## src/rtl/queue_reverse_pkg.sv

```systemverilog
// queue_reverse_pkg: shared types and sizing helpers for the queue_reverse stage
package queue_reverse_pkg;
  typedef enum logic {FILL, DRAIN} state_t;
  localparam int W_DATA_DEF = 16;
  localparam int EOT_BIT = W_DATA_DEF;
  function automatic int cnt_width(input int depth);
    return $clog2(depth + 1);
  endfunction
endpackage

```

## src/rtl/lifo_mem.sv

```systemverilog
// lifo_mem: DEPTH x W register array, one sync write port, one async read port, no reset
//   clk            clock
//   we/waddr/wdata write enable, address, data
//   raddr/rdata    combinational read
module lifo_mem #(
  parameter int W = 16,
  parameter int DEPTH = 16,
  parameter int AW = $clog2(DEPTH)
) (
  input  logic          clk,
  input  logic          we,
  input  logic [AW-1:0] waddr,
  input  logic [W-1:0]  wdata,
  input  logic [AW-1:0] raddr,
  output logic [W-1:0]  rdata
);
  logic [W-1:0] r_mem [DEPTH];
  always_ff @(posedge clk)
    if (we) r_mem[waddr] <= wdata;
  assign rdata = r_mem[raddr];
endmodule

```

## src/rtl/queue_reverse.sv

```systemverilog
// queue_reverse: buffers one eot-terminated transaction and replays it last-to-first
//   clk, rst                      clock, synchronous active-high reset
//   din_valid/din_ready/din_data  upstream element, din_data[W_DATA] = eot
//   dout_valid/dout_ready/dout_data downstream element, eot re-attached to final element
//   ovf                           sticky forced-close flag (only with QUEUE_REVERSE_OVF_EN)
module queue_reverse
  import queue_reverse_pkg::*;
#(
  parameter int W_DATA = W_DATA_DEF,
  parameter int DEPTH = 16
) (
  input  logic            clk,
  input  logic            rst,
  input  logic            din_valid,
  output logic            din_ready,
  input  logic [W_DATA:0] din_data,
  input  logic            dout_ready,
  output logic            dout_valid,
  output logic [W_DATA:0] dout_data
`ifdef QUEUE_REVERSE_OVF_EN
  ,
  output logic            ovf
`endif
);
  localparam int CW = cnt_width(DEPTH);
  localparam int AW = $clog2(DEPTH);
  // eot travels just above the payload
  localparam int EB = W_DATA;
  state_t r_state, w_next_state;
  logic [CW-1:0] r_cnt, w_next_cnt;
  logic w_in_hs, w_out_hs, w_full;
  logic [W_DATA-1:0] w_rdata;
  // handshake flags come from registered state only; rst masks them during reset
  assign din_ready  = (r_state == FILL) && !rst;
  assign dout_valid = (r_state == DRAIN) && !rst;
  assign w_in_hs    = din_valid && din_ready;
  assign w_out_hs   = dout_valid && dout_ready;
  // writing the last slot closes the chunk even without eot
  assign w_full     = r_cnt == CW'(DEPTH - 1);
  assign dout_data  = {r_cnt == CW'(1), w_rdata};
  always_comb begin
    w_next_cnt   = w_in_hs ? r_cnt + CW'(1) : w_out_hs ? r_cnt - CW'(1) : r_cnt;
    w_next_state = (w_in_hs && (din_data[EB] || w_full)) ? DRAIN :
                   (w_out_hs && r_cnt == CW'(1)) ? FILL : r_state;
  end
  always_ff @(posedge clk)
    if (rst) begin
      r_state <= FILL;
      r_cnt   <= '0;
    end else begin
      r_state <= w_next_state;
      r_cnt   <= w_next_cnt;
    end
`ifdef QUEUE_REVERSE_OVF_EN
  always_ff @(posedge clk)
    if (rst) ovf <= 1'b0;
    else if (w_in_hs && !din_data[EB] && w_full) ovf <= 1'b1;
`endif
  lifo_mem #(.W(W_DATA), .DEPTH(DEPTH)) u_mem (
    .clk  (clk),
    .we   (w_in_hs),
    .waddr(AW'(r_cnt)),
    .wdata(din_data[W_DATA-1:0]),
    .raddr(AW'(r_cnt - CW'(1))),
    .rdata(w_rdata)
  );
endmodule

```

## config.mk

```make
export PLATFORM = sky130hd
export DESIGN_NAME = queue_reverse
export DESIGN_NICKNAME = d
export VERILOG_FILES = /design/src/rtl/queue_reverse_pkg.sv /design/src/rtl/lifo_mem.sv /design/src/rtl/queue_reverse.sv
export SDC_FILE = /design/constraint.sdc
export NUM_CORES = 1
export LEC_CHECK = 0
export CORE_MARGIN = 2
export CORE_UTILIZATION = 35
export CTS_BUF_LIST = sky130_fd_sc_hd__clkbuf_8
export DETAILED_ROUTE_END_ITERATION = 12
export GPL_ROUTABILITY_DRIVEN = 0
export PLACE_DENSITY = 0.48
export REMOVE_ABC_BUFFERS = 1
export SYNTH_ARGS = -nofsm -noshare
export SYNTH_HDL_FRONTEND = slang
export SYNTH_HIERARCHICAL = 1
export SYNTH_SLANG_ARGS = --single-unit
```

## constraint.sdc

```tcl
create_clock -name clk -period 4.1 [get_ports clk]
set_input_delay 0.41 -clock clk [delete_from_list [all_inputs] [get_ports clk]]
set_output_delay 0.41 -clock clk [all_outputs]
set_load 0.02 [all_outputs]
```

# Yosys cells after proc, flatten, opt, wreduce, memory -nomap -nowiden
# Memory sizes are Yosys's and may differ from the RTL's.
# Cells that the tools add are included.
# classes
n_addsub,2
multipliers,0
div_mod_pow,0
order_cmp,0
eq_ne,2
n_shift,0
muxes,6
n_bitwise,1
reduce_logical,10
# op_table
op,n
2-to-1 mux 5 bit,2
logical AND 1 bit,6
adder 5 x 1 -> 5 bit (second input constant),1
equality test 5 x 1 -> 1 bit (second input constant),1
equality test 5 x 4 -> 1 bit (second input constant),1
subtractor 5 x 1 -> 5 bit (second input constant),1
2-to-1 mux 1 bit,4
nonzero test 2 bit,2
logical NOT 1 bit,1
logical OR 1 bit,1
inverter 1 bit,1
# word_totals
regBits,6
latch_bits,0
ram_bits,256
rom_bits,0
inputBits,21
out_inout_bits,19
elab_cells,24
n_memories,1
# memory_table
name,words,word_bits,read_ports,rd_ports_with_merged_regs,write_ports,line,rtl
u_mem.r_mem,16,16,1,0,1,lifo_mem.sv:17,logic [W-1:0] r_mem [DEPTH];

# Depth between registers and ports, before layout
# Gate-level depths: netlist (run 1).
# logic_depth
word_depth,6
mapped_depth,8
ltp_nobuf,6

# Cells and area by module
# Netlist (run 1), hierarchy kept.
# modules_own_cells
mod,instances,cells_each,area_each_um2,seq_area_each_um2
lifo_mem,1,416,9723.1,7687.4
queue_reverse,1,51,471.7,120.1

# Worst setup path before layout (run 1)
# OpenSTA, ideal clock, no wires.
# synth_path
path_kind,input to register
startpoint,input rst
endpoint,memory u_mem.r_mem[0][0] (enable)
setup_ps,409
arrival_ps,2564
setup_slack_ps,1127
path_stages,4
cell_sequence,buf_6 > nor3b_4 > or3b_2 > nor3_1
# synth_via
elab_chain_len,5
# synth_lines
item,line,rtl
"start, declared",queue_reverse.sv:13,"input logic rst,"
logical NOT 1 bit,queue_reverse.sv:34,assign din_ready = (r_state == FILL) && !rst;
logical AND 1 bit,queue_reverse.sv:34,
logical AND 1 bit,queue_reverse.sv:36,assign w_in_hs = din_valid && din_ready;
net w_in_hs,queue_reverse.sv:31,"logic w_in_hs, w_out_hs, w_full;"
2-to-1 mux 1 bit,lifo_mem.sv:19,if (we) r_mem[waddr] <= wdata;
2-to-1 mux 1 bit (implied by the code),lifo_mem.sv:19,
"end, declared",lifo_mem.sv:17,
# The timed path passes the listed nets, and every way through them passes these cells.

# Worst setup path after layout (run 1)
# layout_path
startpoint,register r_cnt[0]
endpoint,output dout_data[15]
# layout_via
elab_chain_len,2
# layout_lines
item,line,rtl
"start, declared",queue_reverse.sv:30,"logic [CW-1:0] r_cnt, w_next_cnt;"
"start signal, assigned",queue_reverse.sv:52,r_cnt <= w_next_cnt;
subtractor 5 x 1 -> 5 bit,queue_reverse.sv:64,".raddr(AW'(r_cnt - CW'(1))),"
memory (16 x 16 bit),n/a,
"end, declared",queue_reverse.sv:19,output logic [W_DATA:0] dout_data
# Every way passes these cells.

==> impl_metrics.tcl, run 1 <==
set metrics [dict create \
    outcome "complete, no violations" \
    clk_pin_slew_ns 0.06 \
    grt_max_degree 66 \
    hold_violations 0 \
    cts_hold_buffers 0 \
    fin_crit_ns 3.82 \
    ios 40 \
    synth_seq_cells 262 \
    grt_pass1_vias 5422 \
    slew_viol_final 0 \
    vias 5027 \
    cellLeakagePower_uw 0.00397 \
    wl_met1_um 10300 \
    routed_wl_um 23200 \
    cts_resized 0 \
    wl_met3_um 1260 \
    antenna_found_initial 1 \
    hold_start "dout_ready" \
    seq_area_frac_synth_pct 76.6 \
    post-place-cells 893 \
    r2r_start "r_state$_SDFFE_PP0P_" \
    fill_cells 2540 \
    finalNetCount 579 \
    slowest_stage "dfxtp_1" \
    synth_area_um2 10200 \
    cp_slowest_stage_delay_ns 0.70 \
    hold_path.class "input port to register" \
    holdPathStages 3 \
    crit_path_end_kind "primary output" \
    syn_avg_cell_area_um2 21.8 \
    ys_types 42 \
    setup_violations 0 \
    clockBufferDepth 3 \
    num_rows 62 \
    arrival_ns 3.41 \
    cts_buffers 43 \
    syn_inst 467 \
    syn2layout_area_growth_pct 19.0 \
    cp.required_ns 3.69 \
    max_clock_freq_mhz 262 \
    critPathTopFamily "buffers and inverters" \
    die_h_um 175 \
    fin_ws_ns 0.277 \
    ant_nets 0 \
    r2r_slack_ns 1.70 \
    power.density_nw_per_um2 500 \
    diodes 0 \
    maxSlewHeadroom_pct 47.2 \
    htree_levels 2 \
    layout_common_cells "edfxtp_1, mux4_2, clkbuf_8" \
    min_to "r_state$_SDFFE_PP0P_" \
    core-area_um2 28700 \
    post-cts-setup-buffer-count 0 \
    max-vdd-ir-drop_mv 0.200 \
    wl_per_cell_um 24.0 \
    routed.top_layer "met5" \
    clkLatencyLatePin_ns 0.53 \
    root_buffer "clkbuf_8" \
    track_usage_pct 15.6 \
    io_buffers 39 \
    r2r-end "u_mem/r_mem[15][13]$_DFFE_PP_" \
    whs_ns 0.555 \
    crit_buf_inv 3 \
    fin_worst_skew_ns 0.0256 \
    initial_core_util_pct 35.5 \
    r2r_cells 5 \
    dr_wl_met2_um 11300 \
    die-area_um2 30500 \
    grt_pass1_wl_um 35000 \
    viasPerCell 5.19 \
    crit_path_cell_trace "inv_4 -> ha_1 -> xor2_1 -> nor2b_2 -> buf_4 -> a22oi_1 -> nand2_1 -> clkdlybuf4s50_1" \
    ys.flop_type "edfxtp_1" \
    setup-tns-final_ns 0 \
    die_width_um 175 \
    synth_enable_flop_cells 256 \
    drtIter0Drc 313 \
    fin_crit_sh_pct 93.3 \
    drc 0 \
    synthArstFlopShare_pct 0 \
    grt.overflow.total 0 \
    pre_cts_ws_ns 0.831 \
    layout-drive-gt1-share_pct 27.9 \
    worstSetupPathType "register to primary output" \
    stdcell_count 968 \
    rsz0062_at_grt "false" \
    cts_tree "done" \
    hpwl_um 12700 \
    yosysWarnings 6 \
    cap_violations 0 \
    final_common_cell "edfxtp_1" \
    start_kind "register" \
    firstDrtPassIters 4 \
    critPathMaxFanout 16 \
    cts_sinks 262 \
    worstMarginPinSlew_ns 0.791 \
]
how the worst max path moves through the flow:
stage,slack (ns),endpoint,from,cells past startpoint
final,0.28,dout_data[15],r_cnt[0]$_SDFFE_PP0P_,8
after global routing,0.07,dout_data[9],r_cnt[0]$_SDFFE_PP0P_,8
after CTS,0.24,dout_data[15],r_cnt[0]$_SDFFE_PP0P_,8
after detailed placement,0.83,dout_data[15],r_cnt[0]$_SDFFE_PP0P_,8
after global placement,0.88,dout_data[9],r_cnt[0]$_SDFFE_PP0P_,8
after floorplan,-1.32,dout_data[0],r_cnt[0]$_SDFFE_PP0P_,6
tightest hold or removal path, stage by stage:
cell and delay (ns):
clkdlybuf4s50_1 0.47, nand2_1 0.09, a21bo_1 0.10
power breakdown:
group	total, uW	switching (uW)	internal [uW]
sequential	2980	15.5	2960
combinational	707	394	313
clock	2380	992	1390
total	6070	1400	4670
cells in the mapped netlist (2+ instances only):
master    count  area share [%]
nor3_1        7            0.34
dfxtp_1       6             1.2
inv_1         5            0.18
buf_6         6            0.66
buf_4         3            0.22
nand3b_1      2            0.15
xor2_1        2            0.17
clkbuf_1      9            0.33
a22oi_1      32             2.4
a31oi_1       2            0.12
nor2_1       15            0.55
mux4_1       10             2.6
edfxtp_1    256              75
buf_1         3            0.11
nand2b_1      2            0.12
ha_1          4            0.49
nand2_1      21            0.77
mux4_2       54              12
nor2b_1       2            0.12
buf_2         4            0.20
sequential cells by signal (all words and copies together) (netlist names):
register	flops
r_state	1
u_mem/r_mem	256
r_cnt	5
cell families (layout without fill, tap and decap cells):
kind of cell | count (synthesis) | count (layout) | synth area share, %
multiplexers | 64 | 64 | 14.5
AND/OR/NAND/NOR | 61 | 61 | 3.12
XOR/XNOR | 2 | 2 | 0.172
adder cells (fa/ha/maj) | 4 | 4 | 0.491
buffers and inverters | 30 | 147 | 1.71
AO/OA/AOI/OAI | 44 | 44 | 3.42
flip-flops | 262 | 262 | 76.6
stage by stage:
step	utilization (%)	total power, uW	instance area [um2]
3_5_place_dp	39.1	3750	11200
6_report	42.3	6070	12100
4_1_cts	42.3	6160	12100
2_1_floorplan	-	3430	10000
3_3_place_gp	39.1	3750	11200
5_1_grt	42.3	6310	12100
layout make-up:
type	instances	area, um2	share of cell area (%)
multi-input cells	175	2270	18.7
clock buffers	45	619	5.11
clock inverters	30	278	2.29
flip-flops and latches	262	7810	64.4
repair buffers	67	651	5.36
inverters	5	21.3	0.175
well taps	384	480	3.96
routing by layer:
| metal | vias to the layer above | track usage (%) |
|---|---|---|
| met5 | - | 0 |
| met4 | 2 | 4.06 |
| met3 | 31 | 3.18 |
| met2 | 146 | 25.0 |
| met1 | 2685 | 22.0 |
| li1 | 2163 | - |
(Power assumes the default switching activity.)
==> inputs of run 2 (changes only) <==
--- a/config.mk
+++ b/config.mk
@@ -7,7 +7,6 @@
 export LEC_CHECK = 0
 export CORE_MARGIN = 2
 export CORE_UTILIZATION = 35
-export CTS_BUF_LIST = sky130_fd_sc_hd__clkbuf_8
 export DETAILED_ROUTE_END_ITERATION = 12
 export GPL_ROUTABILITY_DRIVEN = 0
 export PLACE_DENSITY = 0.48
==> run 2 against run 1 <==
Cell count fell by 2.6%; worst setup slack better by 0.011 ns; flip-flop and latch count unchanged; critical path type unchanged; largest power group unchanged.
==> impl_metrics.tcl, run 2 (synthesis gave the netlist of run 1 again) <==
set metrics [dict create \
    cp-startpoint "r_cnt[0]$_SDFFE_PP0P_" \
    routed_wl_um 22900 \
    maxSlewHeadroom_pct 44.8 \
    track_usage_pct 15.3 \
    fin_worst_skew_ns 0.0122 \
    diodes 0 \
    hold_violations 0 \
    cp.required_ns 3.69 \
    grt_pass1_vias 5299 \
    power.density_nw_per_um2 501 \
    worstSetupPathType "register to primary output" \
    core-area_um2 28700 \
    slew_viol_final 0 \
    initial_core_util_pct 35.5 \
    cts_sinks 262 \
    outcome "complete, no violations" \
    vias 4943 \
    fin_util_pct 42.2 \
    worstMarginPinSlew_ns 0.827 \
    r2r_cells 5 \
    largest_reg_flops 256 \
    drc 0 \
    cp-endpoint "dout_data[15]" \
    cap_violations 0 \
    setup_violations 0 \
    slowest_stage "dfxtp_1" \
    viasPerCell 5.24 \
    cellLeakagePower_uw 0.00391 \
    r2r_start "r_state$_SDFFE_PP0P_" \
    post-cts-setup-buffer-count 0 \
    max-vdd-ir-drop_mv 0.278 \
    fin_crit_sh_pct 93.0 \
    fin_crit_ns 3.81 \
    rsz0062_at_grt "false" \
    hpwl_um 12700 \
    grt_max_degree 66 \
    start_kind "register" \
    cts_hold_buffers 0 \
    cts_resized 0 \
    whs_ns 0.559 \
    firstDrtPassIters 4 \
    die-area_um2 30500 \
    layout_common_cells "edfxtp_1, mux4_2, clkdlybuf4s50_1" \
    pre_cts_ws_ns 0.831 \
    die_h_um 175 \
    clockBufferDepth 3 \
    final_common_cell "edfxtp_1" \
    wl_per_cell_um 24.3 \
    max_clock_freq_mhz 262 \
    arrival_ns 3.40 \
    largest-register "u_mem/r_mem" \
    htree_levels 1 \
    cts_buffers 28 \
    cts_tree "done" \
    grt.overflow.total 0 \
    hold_path.class "input port to register" \
    ant_nets 0 \
    syn2layout_area_growth_pct 18.7 \
    drtIter0Drc 370 \
    finalNetCount 564 \
    crit_path_cell_trace "inv_4 -> ha_1 -> xor2_1 -> nor2b_2 -> buf_4 -> a22oi_1 -> nand2_1 -> clkdlybuf4s50_1" \
    r2r-end "u_mem/r_mem[14][15]$_DFFE_PP_" \
    ios 40 \
    r2r_slack_ns 1.71 \
    antenna_found_initial 1 \
    io_buffers 39 \
    root_buffer "clkbuf_16" \
    cp_slowest_stage_delay_ns 0.69 \
    clkLatencyLatePin_ns 0.53 \
    fin_ws_ns 0.288 \
    layout-drive-gt1-share_pct 25.8 \
    num_rows 62 \
    crit_path_end_kind "primary output" \
    top_regs "u_mem/r_mem x256, r_cnt x5, r_state x1" \
    clk_pin_slew_ns 0.06 \
    grt_pass1_wl_um 34500 \
    die_width_um 175 \
    critPathMaxFanout 16 \
]
run 2: cell types whose count changed in the layout (fill, tap and decap cells not counted):
cell,change
clkbuf_8,-45
clkbuf_16,+29
inv_1,-7
clkbuf_1,+5
bufinv_16,-4
clkinv_1,-4
clkinvlp_4,+1
run 2: metal layers:
| metal | global-route usage [%] | share of wire (%) | up-vias |
|---|---|---|---|
| li1 | - | - | 2129 |
| met1 | 21.8 | 45 | 2658 |
| met2 | 24.9 | 49 | 123 |
| met3 | 2.63 | 5.3 | 31 |
| met4 | 3.16 | 1.4 | 2 |
| met5 | 0 | 0.048 | - |
run 2: critical path: cells and delay by family (launching register included):
family | cells | cell delay, ns
compound gates | 1 | 0.12
xor+xnor | 1 | 0.36
fa+ha+maj | 1 | 0.29
buf+inv | 3 | 1.02
flops | 1 | 0.69
simple gates | 2 | 0.38
run 2: how the worst min path moves through the flow:
| stage | cells past startpoint | from | end | slack (ns) |
|---|---|---|---|---|
| 2_1_floorplan | 1 | rst | r_cnt[4]$_SDFFE_PP0P_ | 0.48 |
| 3_3_place_gp | 3 | r_cnt[4]$_SDFFE_PP0P_ | r_state$_SDFFE_PP0P_ | 0.62 |
| 3_5_place_dp | 3 | r_cnt[4]$_SDFFE_PP0P_ | r_state$_SDFFE_PP0P_ | 0.63 |
| 4_1_cts | 3 | dout_ready | r_state$_SDFFE_PP0P_ | 0.54 |
| 5_1_grt | 3 | dout_ready | r_state$_SDFFE_PP0P_ | 0.57 |
| 6_report | 3 | dout_ready | r_state$_SDFFE_PP0P_ | 0.56 |
run 2: area by class of cell:
type,instances,area (um2)
timing repair buffer,67,651
clock buffer,34,744
multi-input combinational,175,2270
tap,384,480
clock inverter,16,124
fill,2516,16600
inverter,5,21.3
sequential,262,7810
run 2: stage by stage:
step                cells  instance area [um2]  power [uW]  TNS [ns]
floorplan             442                10000        3430    -21.50
global placement      893                11200        3750         0
detailed placement    893                11200        3750         0
CTS                   943                12100        6140         0
global route          943                12100        6280         0
finish                943                12100        6060         0
run 2: power by group:
group	leakage (uW)	total, uW	internal [uW]	switching (uW)
clock	0.000418	2380	1400	972
sequential	0.00235	2980	2960	15.3
combinational	0.00114	707	313	394
==> inputs of run 3 (changes only) <==
--- a/config.mk
+++ b/config.mk
@@ -7,6 +7,7 @@
 export LEC_CHECK = 0
 export CORE_MARGIN = 2
 export CORE_UTILIZATION = 35
+export CTS_BUF_LIST = sky130_fd_sc_hd__clkbuf_16
 export DETAILED_ROUTE_END_ITERATION = 12
 export GPL_ROUTABILITY_DRIVEN = 0
 export PLACE_DENSITY = 0.48
==> run 3 against run 2 <==
Core utilization unchanged; sequential power about the same; flip-flop and latch count unchanged; first-iteration DRC count up 0.27%; maximum frequency about the same; worst setup slack about the same; clock skew about the same; design area unchanged; via count about the same; clock power about the same; die area unchanged; critical path type unchanged; critical endpoint unchanged; highest routed layer unchanged.
==> impl_metrics.tcl, run 3 (synthesis gave the netlist of run 1 again) <==
set metrics [dict create \
    final_common_cell "edfxtp_1" \
    ant_nets 0 \
    max_clock_freq_mhz 262 \
    maxSlewHeadroom_pct 44.9 \
    firstDrtPassIters 4 \
    syn2layout_area_growth_pct 18.7 \
    track_usage_pct 15.3 \
    io_buffers 39 \
    place_area_um2 11200 \
    layout_common_cells "edfxtp_1, mux4_2, clkdlybuf4s50_1" \
    grt_pass1_wl_um 34500 \
    largest_reg_flops 256 \
    worstSetupPathType "register to primary output" \
    layout-drive-gt1-share_pct 25.8 \
    start_kind "register" \
    cts_resized 0 \
    routed_wl_um 22900 \
    post-cts-setup-buffer-count 0 \
    die_h_um 175 \
    critPathMaxFanout 16 \
    r2r_slack_ns 1.71 \
    diodes 0 \
    finalNetCount 564 \
    cp-startpoint "r_cnt[0]$_SDFFE_PP0P_" \
    hpwl_um 12700 \
    grt.overflow.total 0 \
    die_width_um 175 \
    wl_per_cell_um 24.3 \
    root_buffer "clkbuf_16" \
    clkLatencyLatePin_ns 0.53 \
    fin_crit_ns 3.81 \
    cellLeakagePower_uw 0.00393 \
    cap_violations 0 \
    fin_worst_skew_ns 0.0120 \
    grt_pass1_vias 5299 \
    min_to "r_state$_SDFFE_PP0P_" \
    cts_hold_buffers 0 \
    hold_path.class "input port to register" \
    top_regs "u_mem/r_mem x256, r_cnt x5, r_state x1" \
    r2r_start "r_state$_SDFFE_PP0P_" \
    worstMarginPinSlew_ns 0.826 \
    fill_cells 2516 \
    whs_ns 0.559 \
    ios 40 \
    fin_crit_sh_pct 93.0 \
    cts_tree "done" \
    final_cell_area_um2 12100 \
    hold_violations 0 \
    cts_buffers 28 \
    r2r_cells 5 \
    holdPathStages 3 \
    largest-register "u_mem/r_mem" \
    initial_core_util_pct 35.5 \
    viasPerCell 5.24 \
    drc 0 \
    antenna_found_initial 1 \
    drtIter0Drc 371 \
    max-vdd-ir-drop_mv 0.278 \
    power.density_nw_per_um2 500 \
    num_rows 62 \
    rsz0062_at_grt "false" \
    cts_sinks 262 \
    outcome "complete, no violations" \
    clk_pin_slew_ns 0.06 \
    crit_path_end_kind "primary output" \
    arrival_ns 3.40 \
    clockBufferDepth 3 \
    hold_start "dout_ready" \
    grt_max_degree 66 \
    cp.required_ns 3.69 \
    htree_levels 1 \
    die-area_um2 30500 \
    slew_viol_final 0 \
    setup_violations 0 \
    vias 4941 \
    r2r-end "u_mem/r_mem[14][15]$_DFFE_PP_" \
    core-area_um2 28700 \
]
[run 3: through the flow]
step | utilization, % | cells | power (uW) | worst slack [ns] | setup TNS (ns)
6_report | 42.2 | 943 | 6050 | 0.288 | 0
3_3_place_gp | 39.1 | 893 | 3750 | 0.876 | 0
4_1_cts | 42.2 | 943 | 6130 | 0.270 | 0
2_1_floorplan | - | 442 | 3430 | -1.32 | -21.50
3_5_place_dp | 39.1 | 893 | 3750 | 0.831 | 0
5_1_grt | 42.2 | 943 | 6270 | 0.0995 | 0
[run 3: layout make-up]
| class | instances | area (um2) | share of cell area [%] |
|---|---|---|---|
| Clock buffer | 29 | 726 | 6.00 |
| Clock inverter | 21 | 143 | 1.18 |
| Inverter | 5 | 21.3 | 0.176 |
| Multi-Input combinational cell | 175 | 2270 | 18.8 |
| Sequential cell | 262 | 7810 | 64.5 |
| Tap cell | 384 | 480 | 3.97 |
| Timing Repair Buffer | 67 | 651 | 5.38 |
[run 3: how the worst max path moves through the flow]
stage / end / depth (start not counted)
after floorplan: dout_data[0] / 6
after global placement: dout_data[9] / 8
after detailed placement: dout_data[15] / 8
after CTS: dout_data[15] / 8
after global routing: dout_data[9] / 8
final: dout_data[15] / 8
[run 3: where the power goes]
part           switching, uW  internal, uW  leakage (uW)
registers               15.3          2960       0.00235
logic                    394           313       0.00114
clock network            974          1390      0.000438
total                   1380          4670       0.00393
[run 3: worst max-delay path, cell delays in order (launching register included)]
cell	delay (ns)
dfxtp_1	0.69
inv_4	0.07
ha_1	0.29
xor2_1	0.36
nor2b_2	0.22
buf_4	0.33
a22oi_1	0.12
nand2_1	0.16
clkdlybuf4s50_1	0.62
[run 3: per-layer routing]
metal	up-vias	track usage [%]	wire [um]
met2	121	24.9	11100
met5	-	0	11
li1	2129	-	-
met3	31	2.63	1200
met4	2	3.16	311
met1	2658	21.8	10300
